===== src/rtl/mc_pkg.sv =====
// mc_pkg: shared types and encodings for the multi-cycle control sequencer.
//   state_t   - FSM states (FETCH, DECODE, EXEC, MEM, WB)
//   iclass_t  - decoded instruction class
//   OP_*/FN_* - opcode and R-type funct encodings
//   ALU_*, NPC_*, RD_* - alu_op, npc_sel and regdst codes driven to the datapath
`timescale 1ns/1ps
package mc_pkg;

  typedef enum logic [2:0] {
    ST_FETCH  = 3'd0,
    ST_DECODE = 3'd1,
    ST_EXEC   = 3'd2,
    ST_MEM    = 3'd3,
    ST_WB     = 3'd4
  } state_t;

  typedef enum logic [3:0] {
    CL_NOP     = 4'd0,
    CL_ADDU    = 4'd1,
    CL_SUBU    = 4'd2,
    CL_JR      = 4'd3,
    CL_ORI     = 4'd4,
    CL_LUI     = 4'd5,
    CL_LW      = 4'd6,
    CL_SW      = 4'd7,
    CL_BEQ     = 4'd8,
    CL_J       = 4'd9,
    CL_JAL     = 4'd10,
    CL_ILLEGAL = 4'd11
  } iclass_t;

  localparam logic [5:0] OP_RTYPE = 6'b000000;
  localparam logic [5:0] OP_ORI   = 6'b001101;
  localparam logic [5:0] OP_LUI   = 6'b001111;
  localparam logic [5:0] OP_LW    = 6'b100011;
  localparam logic [5:0] OP_SW    = 6'b101011;
  localparam logic [5:0] OP_BEQ   = 6'b000100;
  localparam logic [5:0] OP_J     = 6'b000010;
  localparam logic [5:0] OP_JAL   = 6'b000011;

  localparam logic [5:0] FN_NOP   = 6'b000000;
  localparam logic [5:0] FN_ADDU  = 6'b100001;
  localparam logic [5:0] FN_SUBU  = 6'b100011;
  localparam logic [5:0] FN_JR    = 6'b001000;

  localparam logic [1:0] ALU_ADD  = 2'd0;
  localparam logic [1:0] ALU_SUB  = 2'd1;
  localparam logic [1:0] ALU_OR   = 2'd2;
  localparam logic [1:0] ALU_LUI  = 2'd3;

  localparam logic [1:0] NPC_PC4  = 2'd0;
  localparam logic [1:0] NPC_BR   = 2'd1;
  localparam logic [1:0] NPC_JMP  = 2'd2;
  localparam logic [1:0] NPC_REG  = 2'd3;

  localparam logic [1:0] RD_RT    = 2'd0;
  localparam logic [1:0] RD_RD    = 2'd1;
  localparam logic [1:0] RD_RA    = 2'd2;

  // Classes whose path passes through EXEC after DECODE.
  function automatic logic needs_exec(input iclass_t c);
    case (c)
      CL_ADDU, CL_SUBU, CL_ORI, CL_LUI,
      CL_LW, CL_SW, CL_BEQ, CL_JR: needs_exec = 1'b1;
      default:                     needs_exec = 1'b0;
    endcase
  endfunction

endpackage


===== src/rtl/mc_decode.sv =====
// mc_decode: purely combinational instruction classifier.
//   opcode - IR[31:26]
//   funct  - IR[5:0], only meaningful for opcode 000000
//   iclass - decoded class; any unsupported encoding maps to CL_ILLEGAL
`timescale 1ns/1ps
module mc_decode
  import mc_pkg::*;
(
  input  logic [5:0] opcode,
  input  logic [5:0] funct,
  output iclass_t    iclass
);

  always_comb begin
    iclass = CL_ILLEGAL;
    case (opcode)
      OP_RTYPE: begin
        case (funct)
          FN_ADDU: iclass = CL_ADDU;
          FN_SUBU: iclass = CL_SUBU;
          FN_JR:   iclass = CL_JR;
          FN_NOP:  iclass = CL_NOP;
          default: iclass = CL_ILLEGAL;
        endcase
      end
      OP_ORI:  iclass = CL_ORI;
      OP_LUI:  iclass = CL_LUI;
      OP_LW:   iclass = CL_LW;
      OP_SW:   iclass = CL_SW;
      OP_BEQ:  iclass = CL_BEQ;
      OP_J:    iclass = CL_J;
      OP_JAL:  iclass = CL_JAL;
      default: iclass = CL_ILLEGAL;
    endcase
  end

endmodule


===== src/rtl/mc_controller.sv =====
// mc_controller: multi-cycle FETCH/DECODE/EXEC/MEM/WB sequencer for the
// MIPS-subset datapath, plus a retired-instruction counter.
//   clk, reset      - rising-edge clock, asynchronous active-low reset
//   opcode, funct   - IR fields, stable from end of FETCH to next FETCH
//   zero            - ALU equal flag, used by BEQ in EXEC
//   pc_we, ir_we, mem_we, reg_we - datapath write enables
//   memtoreg, jal, regdst        - register write data / address selects
//   alusrc, ext_sign, alu_op     - ALU operand and operation controls
//   npc_sel         - next-PC source
//   illegal         - one-cycle pulse in DECODE for unsupported encodings
//   instr_cnt       - count of instructions returned to FETCH (wraps)
`timescale 1ns/1ps
module mc_controller
  import mc_pkg::*;
#(
  parameter int CNT_W = 32
) (
  input  logic             clk,
  input  logic             reset,
  input  logic [5:0]       opcode,
  input  logic [5:0]       funct,
  input  logic             zero,
  output logic             pc_we,
  output logic             ir_we,
  output logic             mem_we,
  output logic             reg_we,
  output logic             memtoreg,
  output logic             jal,
  output logic [1:0]       regdst,
  output logic             alusrc,
  output logic             ext_sign,
  output logic [1:0]       alu_op,
  output logic [1:0]       npc_sel,
  output logic             illegal,
  output logic [CNT_W-1:0] instr_cnt
);

  state_t            state_reg, state_next;
  iclass_t           class_reg;
  iclass_t           dec_class;
  logic              active_reg;
  logic [CNT_W-1:0]  cnt_reg;
  logic              retire;

  mc_decode u_decode (
    .opcode (opcode),
    .funct  (funct),
    .iclass (dec_class)
  );

  // active_reg holds the sequencer idle for the first cycle after reset
  // release, so the first FETCH enables show up one cycle later and the
  // FETCH state is not consumed by that release edge.
  always_ff @(posedge clk or negedge reset) begin
    if (!reset) begin
      state_reg  <= ST_FETCH;
      class_reg  <= CL_NOP;
      active_reg <= 1'b0;
      cnt_reg    <= '0;
    end else begin
      active_reg <= 1'b1;
      state_reg  <= state_next;
      if (active_reg && state_reg == ST_DECODE)
        class_reg <= dec_class;
      if (retire)
        cnt_reg <= cnt_reg + CNT_W'(1);
    end
  end

  // Next state. DECODE branches on the live decode; later states use the
  // class captured at the end of DECODE.
  always_comb begin
    state_next = state_reg;
    if (active_reg) begin
      case (state_reg)
        ST_FETCH:  state_next = ST_DECODE;
        ST_DECODE: begin
          if (needs_exec(dec_class))
            state_next = ST_EXEC;
          else if (dec_class == CL_JAL)
            state_next = ST_WB;
          else
            state_next = ST_FETCH;
        end
        ST_EXEC: begin
          case (class_reg)
            CL_LW, CL_SW:  state_next = ST_MEM;
            CL_BEQ, CL_JR: state_next = ST_FETCH;
            default:       state_next = ST_WB;
          endcase
        end
        ST_MEM:  state_next = (class_reg == CL_LW) ? ST_WB : ST_FETCH;
        ST_WB:   state_next = ST_FETCH;
        default: state_next = ST_FETCH;
      endcase
    end
  end

  // An instruction retires whenever the FSM leaves a non-FETCH state for FETCH.
  assign retire    = active_reg && (state_reg != ST_FETCH) && (state_next == ST_FETCH);
  assign instr_cnt = cnt_reg;

  // Output decode. Gated by the reset pin itself so an asserted reset kills
  // every enable in the same cycle, before the async clear propagates.
  always_comb begin
    pc_we    = 1'b0;
    ir_we    = 1'b0;
    mem_we   = 1'b0;
    reg_we   = 1'b0;
    memtoreg = 1'b0;
    jal      = 1'b0;
    regdst   = RD_RT;
    alusrc   = 1'b0;
    ext_sign = 1'b0;
    alu_op   = ALU_ADD;
    npc_sel  = NPC_PC4;
    illegal  = 1'b0;
    if (reset && active_reg) begin
      case (state_reg)
        ST_FETCH: begin
          ir_we   = 1'b1;
          pc_we   = 1'b1;
          npc_sel = NPC_PC4;
        end
        ST_DECODE: begin
          if (dec_class == CL_J) begin
            pc_we   = 1'b1;
            npc_sel = NPC_JMP;
          end
          if (dec_class == CL_ILLEGAL)
            illegal = 1'b1;
        end
        ST_EXEC: begin
          case (class_reg)
            CL_ADDU: alu_op = ALU_ADD;
            CL_SUBU: alu_op = ALU_SUB;
            CL_ORI: begin
              alu_op   = ALU_OR;
              alusrc   = 1'b1;
              ext_sign = 1'b0;
            end
            CL_LUI: begin
              alu_op = ALU_LUI;
              alusrc = 1'b1;
            end
            CL_LW, CL_SW: begin
              alu_op   = ALU_ADD;
              alusrc   = 1'b1;
              ext_sign = 1'b1;
            end
            CL_BEQ: begin
              alu_op  = ALU_SUB;
              pc_we   = zero;
              npc_sel = NPC_BR;
            end
            CL_JR: begin
              pc_we   = 1'b1;
              npc_sel = NPC_REG;
            end
            default: ;
          endcase
        end
        ST_MEM: mem_we = (class_reg == CL_SW);
        ST_WB: begin
          reg_we = 1'b1;
          case (class_reg)
            CL_ADDU, CL_SUBU: regdst = RD_RD;
            CL_LW: begin
              regdst   = RD_RT;
              memtoreg = 1'b1;
            end
            CL_JAL: begin
              regdst  = RD_RA;
              jal     = 1'b1;
              pc_we   = 1'b1;
              npc_sel = NPC_JMP;
            end
            default: regdst = RD_RT;
          endcase
        end
        default: ;
      endcase
    end
  end

endmodule


===== config.mk =====
export PLATFORM = sky130hd
export DESIGN_NAME = mc_controller
export DESIGN_NICKNAME = d
export VERILOG_FILES = /design/src/rtl/mc_pkg.sv /design/src/rtl/mc_decode.sv /design/src/rtl/mc_controller.sv
export SDC_FILE = /design/constraint.sdc
export NUM_CORES = 1
export LEC_CHECK = 0
export BUFFER_PORTS_ARGS = -buffer_cell sky130_fd_sc_hd__buf_2
export CAP_MARGIN = 20
export CORE_MARGIN = 10
export CORE_UTILIZATION = 49
export DETAILED_ROUTE_END_ITERATION = 10
export GPL_TIMING_DRIVEN = 0
export HOLD_SLACK_MARGIN = 0.03
export PLACE_DENSITY = 0.77
export SETUP_SLACK_MARGIN = 0.1
export SLEW_MARGIN = 10
export SYNTH_ARGS = -nofsm -noshare
export SYNTH_HDL_FRONTEND = slang
export SYNTH_SLANG_ARGS = --single-unit

===== constraint.sdc =====
create_clock -name clk -period 2.4 [get_ports clk]
set_clock_uncertainty 0.2 [all_clocks]
set_input_delay 0 -clock clk [delete_from_list [all_inputs] [get_ports clk]]
set_output_delay 0 -clock clk [all_outputs]
set_load 0.1 [all_outputs]

* Word-level counts from Yosys, hierarchy flattened *
Memories as Yosys holds them, arrays and structs flattened.
Index checks and enable logic that the tools add are counted.

word-level totals
  bits in registers = 40
  memory bits (read-only) = 16
  input port bits = 15
  output and inout port bits = 47
  logic and storage cells = 92
  memories kept = 1

cells by class
  add/sub/neg operators = 1
  equal/unequal tests = 26
  mux-type cells = 46
  reduce and logical (&&, ||, !) cells = 14

memories
  name              depth  bits a word  rd ports  clocked after memory_dff  wr ports  line          source
  (name not given)  16     1            1         0                         0         mc_pkg.sv:62  case (c)

operators with widths
  cell                                           number
  adder 32 x 1 -> 32 bit, second input constant  1
  one-hot mux 4 bit (8 select lines)             1
  two-way mux 1 bit                              25
  == test 6 bit, second input constant           4
  == test 4 bit, second input constant           5
  == test 6 x 4 -> 1 bit, second input constant  3
  == test 4 x 3 -> 1 bit, second input constant  4
  one-hot mux 4 bit (4 select lines)             1
  two-way mux 2 bit                              7
  == test 6 x 2 -> 1 bit, second input constant  2
  zero test 6 bit                                2
  two-way mux 3 bit                              4
  one-hot mux 2 bit (3 select lines)             2
  one-hot mux 3 bit (4 select lines)             1
  == test 4 x 2 -> 1 bit, second input constant  2
  one-hot mux 2 bit (2 select lines)             2
  OR reduction 2 bit                             4
  == test 3 x 2 -> 1 bit, second input constant  2
  == test 6 x 3 -> 1 bit, second input constant  1
  zero test 3 bit                                2
  one-hot mux 3 bit (2 select lines)             1
  == test 4 x 1 -> 1 bit, second input constant  1
  logical AND 1 bit                              4
  one-hot mux 1 bit (4 select lines)             1
  5 further kinds                                5

* Longest topological paths before layout *
Gate-level depths: netlist of run 1.
An unclocked memory read counts as a cell.

  word-level depth = 11
  depth in mapped cells = 10
  depth with buffers taken out = 7

* Hierarchy *
From an unflattened synthesis of run 1, not the netlist that was laid out.

unflattened totals
  cell total of the unflattened synthesis = 262
  area total of the unflattened synthesis = 2700.1 sq um

by module, submodules not included
  module         times used  cells each  area each (sq um)  seq. area each (sq um)
  mc_controller  1           239         2537.4             1001.0
  mc_decode      1           23          162.7              0.0

* Worst setup path after synthesis of run 1 *
Ideal clock, no wire load.

  kind = flip-flop to output port
  start point = register state_reg[0]
  end point = output port illegal
  arrival time = 4155 ps
  data required time = 2200 ps
  slack = -1955 ps
  cell stages (with the launch flop) = 6
  path buffers = 1
  cell sequence = dfrtp_1 clkbuf_1 and3_1 and2_1 nand2_1 nor4b_1

between the ends
  cells in the longest elaborated chain, start to end = 3

ends and longest elaborated chain
  element                 line                  source
  from (decl)             mc_controller.sv:38   state_t state_reg, state_next;
  from (signal assigned)  mc_controller.sv:62   state_reg <= state_next;
  == test 3 x 1 -> 1 bit  mc_controller.sv:119  case (state_reg)
  two-way mux 1 bit       mc_controller.sv:119
  two-way mux 1 bit       mc_controller.sv:118  if (reset && active_reg) begin
  to (decl)               mc_controller.sv:34   output logic illegal,

Every way passes these cells.

* Worst setup path in the final report of run 1 *
  start point = register state_reg[1]
  end point = register cnt_reg[1] (netlist: instr_cnt[1])

between the ends
  cells in the longest elaborated chain, start to end = 5
  elaborated cells on any way between the ends = 10
  classes of those cells = eq/ne: 3; mux: 2; reduce/logical: 5

ends and longest elaborated chain
  element                                               line                  source
  == test 3 x 2 -> 1 bit, or another cell as far along  mc_controller.sv:75   case (state_reg)
  one-hot mux 3 bit (4 select lines)                    mc_controller.sv:75
  two-way mux 3 bit                                     mc_controller.sv:74   if (active_reg) begin
  zero test 3 bit                                       mc_controller.sv:100  assign retire = active_reg && (state_reg != ST_FETCH) && (state_next == ST_FETCH);
  logical AND 1 bit (*)                                 mc_controller.sv:100
  to (signal assigned)                                  mc_controller.sv:66   cnt_reg <= cnt_reg + CNT_W'(1);
  to (decl)                                             mc_controller.sv:42   logic [CNT_W-1:0] cnt_reg;

Mark *: on every way between the ends. The rest lies on a longest branch, timed or not.
A chain may end at the register's enable or synchronous reset.

==> results.sh, run 1 <==
export IMPL_outcome="finished, violations left"
export IMPL_violations="negative setup slack"
export IMPL_drc=0
export IMPL_syn_area_mm2=0.00260
export IMPL_largest_reg_flops=32
export IMPL_fin_ws_ns=-0.0260
export IMPL_cts_root_buf="clkbuf_8"
export IMPL_setup_viol=1
export IMPL_wl_per_cell_um=17.1
export IMPL_clock_sinks=40
export IMPL_numPortBuffers=61
export IMPL_ys_async_sr_fraction_pct=100
export IMPL_use_met3_pct=3.79
export IMPL_slowest_delay_ns=0.43
export IMPL_regArea_mm2=0.00104
export IMPL_synth_cell_types=55
export IMPL_fin_nets=394
export IMPL_maxCapViolCount=0
export IMPL_pre_cts_ws_ns=-0.253
export IMPL_finalHoldViolCount=0
export IMPL_pwr_density_cell_mw_per_mm2=742
export IMPL_cts_htree_levels=2
export IMPL_grtUsageTotal_pct=15.8
export IMPL_grt_busiest_layer="met2"
export IMPL_relSlewSlack_pct=66.5
export IMPL_vdd_drop_max_mv=1.04
export IMPL_drtIter0Drc=153
export IMPL_holdWs_ns=0.108
export IMPL_cp_data_required_time_ns=2.38
export IMPL_grt_start_max_net_pins=41
export IMPL_cts_buffer_depth=2
export IMPL_crit_family="simple AND/OR/NAND/NOR gates"
export IMPL_syn_avg_cell_area_um2=9.26
export IMPL_synth_edff_count=0
export IMPL_clock_latency_ns=0.29
export IMPL_rsz0062_at_grt="true"
export IMPL_num_rows=26
export IMPL_cts_clk_slew_worst_paths_ns=0.07
export IMPL_arrival_ns=2.40
export IMPL_synthesis_nets=297
export IMPL_tritoncts="built"
export IMPL_die_area_mm2=0.00862
export IMPL_initial_utilization_pct=50.6
export IMPL_synth_area_leaders="dfrtp_1, xnor2_1, and3_1"
export IMPL_drive_gt1_share_pct=51.2
export IMPL_core_area_mm2=0.00514
export IMPL_synthFlopType="dfrtp_1"
export IMPL_first_pass_iters=4
export IMPL_fmax_ghz=0.412
export IMPL_end_kind="register"
export IMPL_syn_to_final_growth_pct=46.2
export IMPL_leakage_nw=1.67
export IMPL_grt_pass1_vias=2369
export IMPL_via_count=2546
export IMPL_startpoint_type="register"
export IMPL_cts_buffers_inserted=5
export IMPL_antenna_cells=0
export IMPL_path_buf_inv=2
export IMPL_syn_inst=281
export IMPL_use_met1_pct=20.7
export IMPL_multiInputGateArea_mm2=0.00178
export IMPL_synth_top_area_share_pct=38.5
export IMPL_period_needed_ns=2.43
export IMPL_worst_slew_pin_slew_ns=0.499
export IMPL_fillers=346
export IMPL_ys_seq_elements=40
export IMPL_yosysSeqAreaShare_pct=38.5
export IMPL_hold_class="in2async"
export IMPL_io_pins=62
export IMPL_antenna_found_initial=0
export IMPL_synth_top_cell_by_area="dfrtp_1"
export IMPL_gr_total_overflow=0
export IMPL_period_share_pct=101
export IMPL_crit_chain="buf_6, nand2_1, or3_4, or2_4, a22oi_2, o31ai_4, buf_6, nand3_4, mux2_4"
export IMPL_cpMaxStageDelayCell="dfrtp_2"
export IMPL_gp_congestion=0.822
export IMPL_dp_hpwl_um=4860
export IMPL_viasPerCell=5.67
export IMPL_drv_slew=0
export IMPL_die_width_um=92.9
export IMPL_antenna_left=0
export IMPL_crit_top_cell="buf_6"
export IMPL_cp_max_fo=5
export IMPL_yosys_warnings=0
export IMPL_wl_um=7700
export IMPL_critPathKind="reg2reg"
export IMPL_die_y_um=92.9
export IMPL_grt_first_pass_wirelength_um=11400
export IMPL_globalRouteMet2Util_pct=25.1
==> synthesized netlist by cell type (3+ instances only) <==
| cell | number |
|---|---|
| nand3_1 | 8 |
| dfrtp_1 | 40 |
| and2_1 | 3 |
| o21ai_0 | 11 |
| inv_1 | 6 |
| and3_1 | 25 |
| xnor2_1 | 32 |
| nor3_1 | 13 |
| clkbuf_1 | 10 |
| nor4_1 | 4 |
| nand2_1 | 23 |
| a21oi_1 | 6 |
| nand4_1 | 16 |
| nor2_1 | 16 |
| or3_1 | 3 |
| nand3_2 | 10 |
| nand2b_1 | 5 |
==> area by class of cell <==
type	count	area share, %
buffer	15	4.11
inverter	6	0.592
clock inverter	1	0.132
timing repair buffer	91	16.7
sequential	40	27.3
multi-input combinational	219	46.8
clock buffer	7	2.01
tap	70	2.30
==> worst register-to-register path: cells and delay by family (launching register included) <==
| family | cells | cell delay [ns] |
|---|---|---|
| flops | 1 | 0.43 |
| mux | 1 | 0.29 |
| buf+inv | 2 | 0.28 |
| compound gates | 2 | 0.33 |
| simple gates | 4 | 0.78 |
==> through the flow <==
step	cell area (um^2)	std cells	util (%)	TNS, ns	power, mW
global placement	3180	412	61.8	-4.57	1.98
floorplan	2790	281	-	-0.764	1.78
finish	3800	449	74.0	-0.0260	2.82
global route	3800	449	74.0	-0.967	2.96
CTS	3460	429	67.3	0	2.58
detailed placement	3180	412	61.8	-5.88	2.01
==> path summary, 6_finish.rpt <==
kind,endpoint,slack [ns],startpoint,depth (start not counted)
max in group asynchronous,active_reg$_DFF_PN0_,1.68,reset,3
setup / recovery,instr_cnt[1]$_DFFE_PN0P_,-0.03,state_reg[1]$_DFF_PN0_,9
hold / removal,instr_cnt[23]$_DFFE_PN0P_,0.11,reset,3
min in group clk,class_reg[1]$_DFFE_PN0P_,0.18,funct[4],5
setup reg to reg,instr_cnt[1]$_DFFE_PN0P_,-0.03,state_reg[1]$_DFF_PN0_,9
hold reg to reg,instr_cnt[20]$_DFFE_PN0P_,0.27,instr_cnt[20]$_DFFE_PN0P_,1
==> cells in the final DEF, fill, tap and decap left out, types with 8 or more instances in the layout <==
| master | count |
|---|---|
| dfrtp_1 | 16 |
| clkbuf_4 | 9 |
| buf_6 | 10 |
| nand3_2 | 14 |
| and3_1 | 21 |
| buf_2 | 48 |
| dfrtp_2 | 21 |
| nand4_1 | 16 |
| xnor2_1 | 31 |
| nand2_1 | 23 |
| o21ai_0 | 8 |
| buf_4 | 26 |
| nor2_1 | 14 |
==> logic make-up (layout without fill, tap and decap cells) <==
family                   count (synthesis)  after routing  synth area share, %
buffers and inverters                   22            120                 4.47
other                                    1              1                0.144
adder cells (fa/ha/maj)                  1              1                0.481
AO/OA/AOI/OAI                           37             37                 11.3
XOR/XNOR                                33             33                 11.1
multiplexers                             3              3                 1.25
flip-flops                              40             40                 38.5
AND/OR/NAND/NOR                        144            144                 32.8
==> timing repair <==
item	4_1_cts	5_1_grt
hold buffers	3	0
gates resized for setup	37	51
cloned	1	2
buffers inserted	6	18
endpoints found under the hold margin	41	0
pin swaps	6	27
setup endpoints to repair	45	45
==> per-layer routing <==
layer  part of all wire, %  vias up
li1                      -     1209
met1                    43     1255
met5                     0        -
met3                   5.7        5
met2                    51       77
met4                  0.69        0
==> power breakdown <==
part / switching [mW] / internal, mW
registers: 0.0904 / 0.763
clock network: 0.227 / 0.204
logic: 0.968 / 0.571
(Power assumes the default switching activity.)
==> run 2, diff against run 1 <==
MAX_ROUTING_LAYER = met4   (was not set)
==> results.sh, run 2 (synthesized netlist as in run 1, its figures left out) <==
export IMPL_initial_utilization_pct=50.6
export IMPL_hold_class="in2reg"
export IMPL_maxCapViolCount=0
export IMPL_fmax_ghz=0.410
export IMPL_drc=0
export IMPL_period_needed_ns=2.44
export IMPL_die_y_um=92.9
export IMPL_clock_sinks=40
export IMPL_arrival_ns=2.42
export IMPL_num_rows=26
export IMPL_layout_cells_most_common_list="buf_2, buf_4, xnor2_1"
export IMPL_final_common_cell="buf_2"
export IMPL_drtIter0Drc=135
export IMPL_leakage_nw=1.73
export IMPL_violations="negative setup slack"
export IMPL_worst_slew_pin_slew_ns=0.581
export IMPL_multiInputGateArea_mm2=0.00189
export IMPL_largest_reg_flops=32
export IMPL_power_mw=2.88
export IMPL_cpMaxStageDelayCell="dfrtp_2"
export IMPL_cp_max_fo=5
export IMPL_holdWs_ns=0.0826
export IMPL_fin_nets=393
export IMPL_die_width_um=92.9
export IMPL_p_sw_mw=1.33
export IMPL_crit_chain="buf_8, or3_4, or2_4, a22oi_2, o31ai_4, buf_6, nand3_2, mux2_4"
export IMPL_cts_root_buf="clkbuf_8"
export IMPL_first_pass_iters=4
export IMPL_syn_to_final_growth_pct=50.8
export IMPL_grt_first_pass_wirelength_um=11500
export IMPL_end_kind="register"
export IMPL_period_share_pct=102
export IMPL_drv_slew=0
export IMPL_antenna_cells=0
export IMPL_p_comb_share_pct=55.2
export IMPL_startpoint_type="register"
export IMPL_critPathKind="reg2reg"
export IMPL_dp_hpwl_um=4860
export IMPL_cp_data_required_time_ns=2.38
export IMPL_tritoncts="built"
export IMPL_outcome="finished, violations left"
export IMPL_io_pins=62
export IMPL_fillers=331
export IMPL_power_frac_seq_pct=29.5
export IMPL_fin_util_pct=76.3
export IMPL_pwr_density_cell_mw_per_mm2=734
export IMPL_cts_buffers_inserted=5
export IMPL_grt_pass1_vias=2359
export IMPL_slowest_delay_ns=0.45
export IMPL_grtUsageTotal_pct=16.3
export IMPL_fin_ws_ns=-0.0371
export IMPL_finalHoldViolCount=0
export IMPL_r2r_cells=8
export IMPL_crit_family="simple AND/OR/NAND/NOR gates"
export IMPL_antenna_left=0
export IMPL_p_int_mw=1.55
export IMPL_wl_per_cell_um=17.7
export IMPL_rsz0062_at_grt="true"
export IMPL_gr_total_overflow=0
export IMPL_gp_congestion=0.835
export IMPL_numPortBuffers=61
export IMPL_vdd_drop_max_mv=1.03
export IMPL_grt_start_max_net_pins=41
export IMPL_finalSetupTns_ns=-0.0425
export IMPL_regArea_mm2=0.00104
export IMPL_die_area_mm2=0.00862
export IMPL_clock_latency_ns=0.31
export IMPL_drive_gt1_share_pct=52.9
export IMPL_relSlewSlack_pct=60.9
export IMPL_path_buf_inv=2
export IMPL_cts_buffer_depth=2
export IMPL_holdPathStages=4
export IMPL_viasPerCell=5.77
export IMPL_cp_depth=8
export IMPL_wl_um=7950
export IMPL_cts_clk_slew_worst_paths_ns=0.08
export IMPL_swShare_pct=46.1
export IMPL_via_count=2583
export IMPL_clkPwrFrac_pct=15.3
export IMPL_antenna_found_initial=0
export IMPL_setup_viol=2
export IMPL_core_area_mm2=0.00514
export IMPL_cts_htree_levels=2
run 2: cell types whose count changed in the layout (fill, tap and decap cells not counted), moves of 2 or more:
cell | before | now
nand3_4 | 1 | 9
nand3_2 | 14 | 7
xnor2_1 | 31 | 25
xnor2_2 | 1 | 7
clkbuf_4 | 9 | 7
run 2: path summary, 6_finish.rpt:
path	end	slack [ns]	start
min reg2reg	instr_cnt[4]$_DFFE_PN0P_	0.27	instr_cnt[4]$_DFFE_PN0P_
min in group asynchronous	instr_cnt[27]$_DFFE_PN0P_	0.10	reset
max reg2reg	instr_cnt[1]$_DFFE_PN0P_	-0.04	state_reg[2]$_DFF_PN0_
max	instr_cnt[1]$_DFFE_PN0P_	-0.04	state_reg[2]$_DFF_PN0_
min	class_reg[0]$_DFFE_PN0P_	0.08	opcode[1]
max in group asynchronous	instr_cnt[1]$_DFFE_PN0P_	1.68	reset
run 2: power groups by stage:
stage / Sequential, mW / Combinational, mW / Clock (mW)
after floorplan: 1.10 / 0.684 / 0
after detailed placement: 0.829 / 1.18 / 0
after global routing: 0.862 / 1.68 / 0.470
after global placement: 0.828 / 1.15 / 0
final: 0.849 / 1.59 / 0.441
after CTS: 0.841 / 1.30 / 0.441
run 2: through the flow:
| stage | cell area [um^2] | setup WS [ns] | std cells |
|---|---|---|---|
| after detailed placement | 3180 | -0.253 | 412 |
| after global routing | 3920 | -0.0690 | 448 |
| final | 3920 | -0.0371 | 448 |
| after global placement | 3180 | -0.228 | 412 |
| after CTS | 3460 | 0.0348 | 429 |
| after floorplan | 2790 | -0.206 | 281 |
run 2: tightest hold or removal path, cell delays in order:
cell and delay [ns]:
buf_2 0.12, a311o_2 0.30, nand2_1 0.08, nand2_1 0.05
run 2: final cells by class:
| class | instances | share of cell area, % |
|---|---|---|
| multi-input cells | 219 | 48.3 |
| flip-flops and latches | 40 | 26.5 |
| repair buffers | 90 | 16.3 |
| plain buffers | 15 | 4.08 |
| well taps | 70 | 2.23 |
| clock buffers | 7 | 1.95 |
| inverters | 6 | 0.574 |
| clock inverters | 1 | 0.128 |
run 2: per-layer routing:
| layer | global-route usage (%) | vias to the layer above | part of all wire (%) |
|---|---|---|---|
| met3 | 2.99 | 17 | 5.6 |
| met2 | 25.0 | 88 | 49 |
| met1 | 21.3 | 1265 | 43 |
| met4 | 5.01 | 0 | 2.4 |
| li1 | - | 1213 | - |
| met5 | - | - | 0 |
run 2: repair_timing:
action / CTS / global route
setup buffers: 6 / 17
resized for setup: 37 / 66
hold buffers: 3 / 0
pin swaps: 6 / 15
setup endpoints to repair: 45 / 45
gates cloned: 1 / 2
endpoints found under the hold margin: 41 / 0
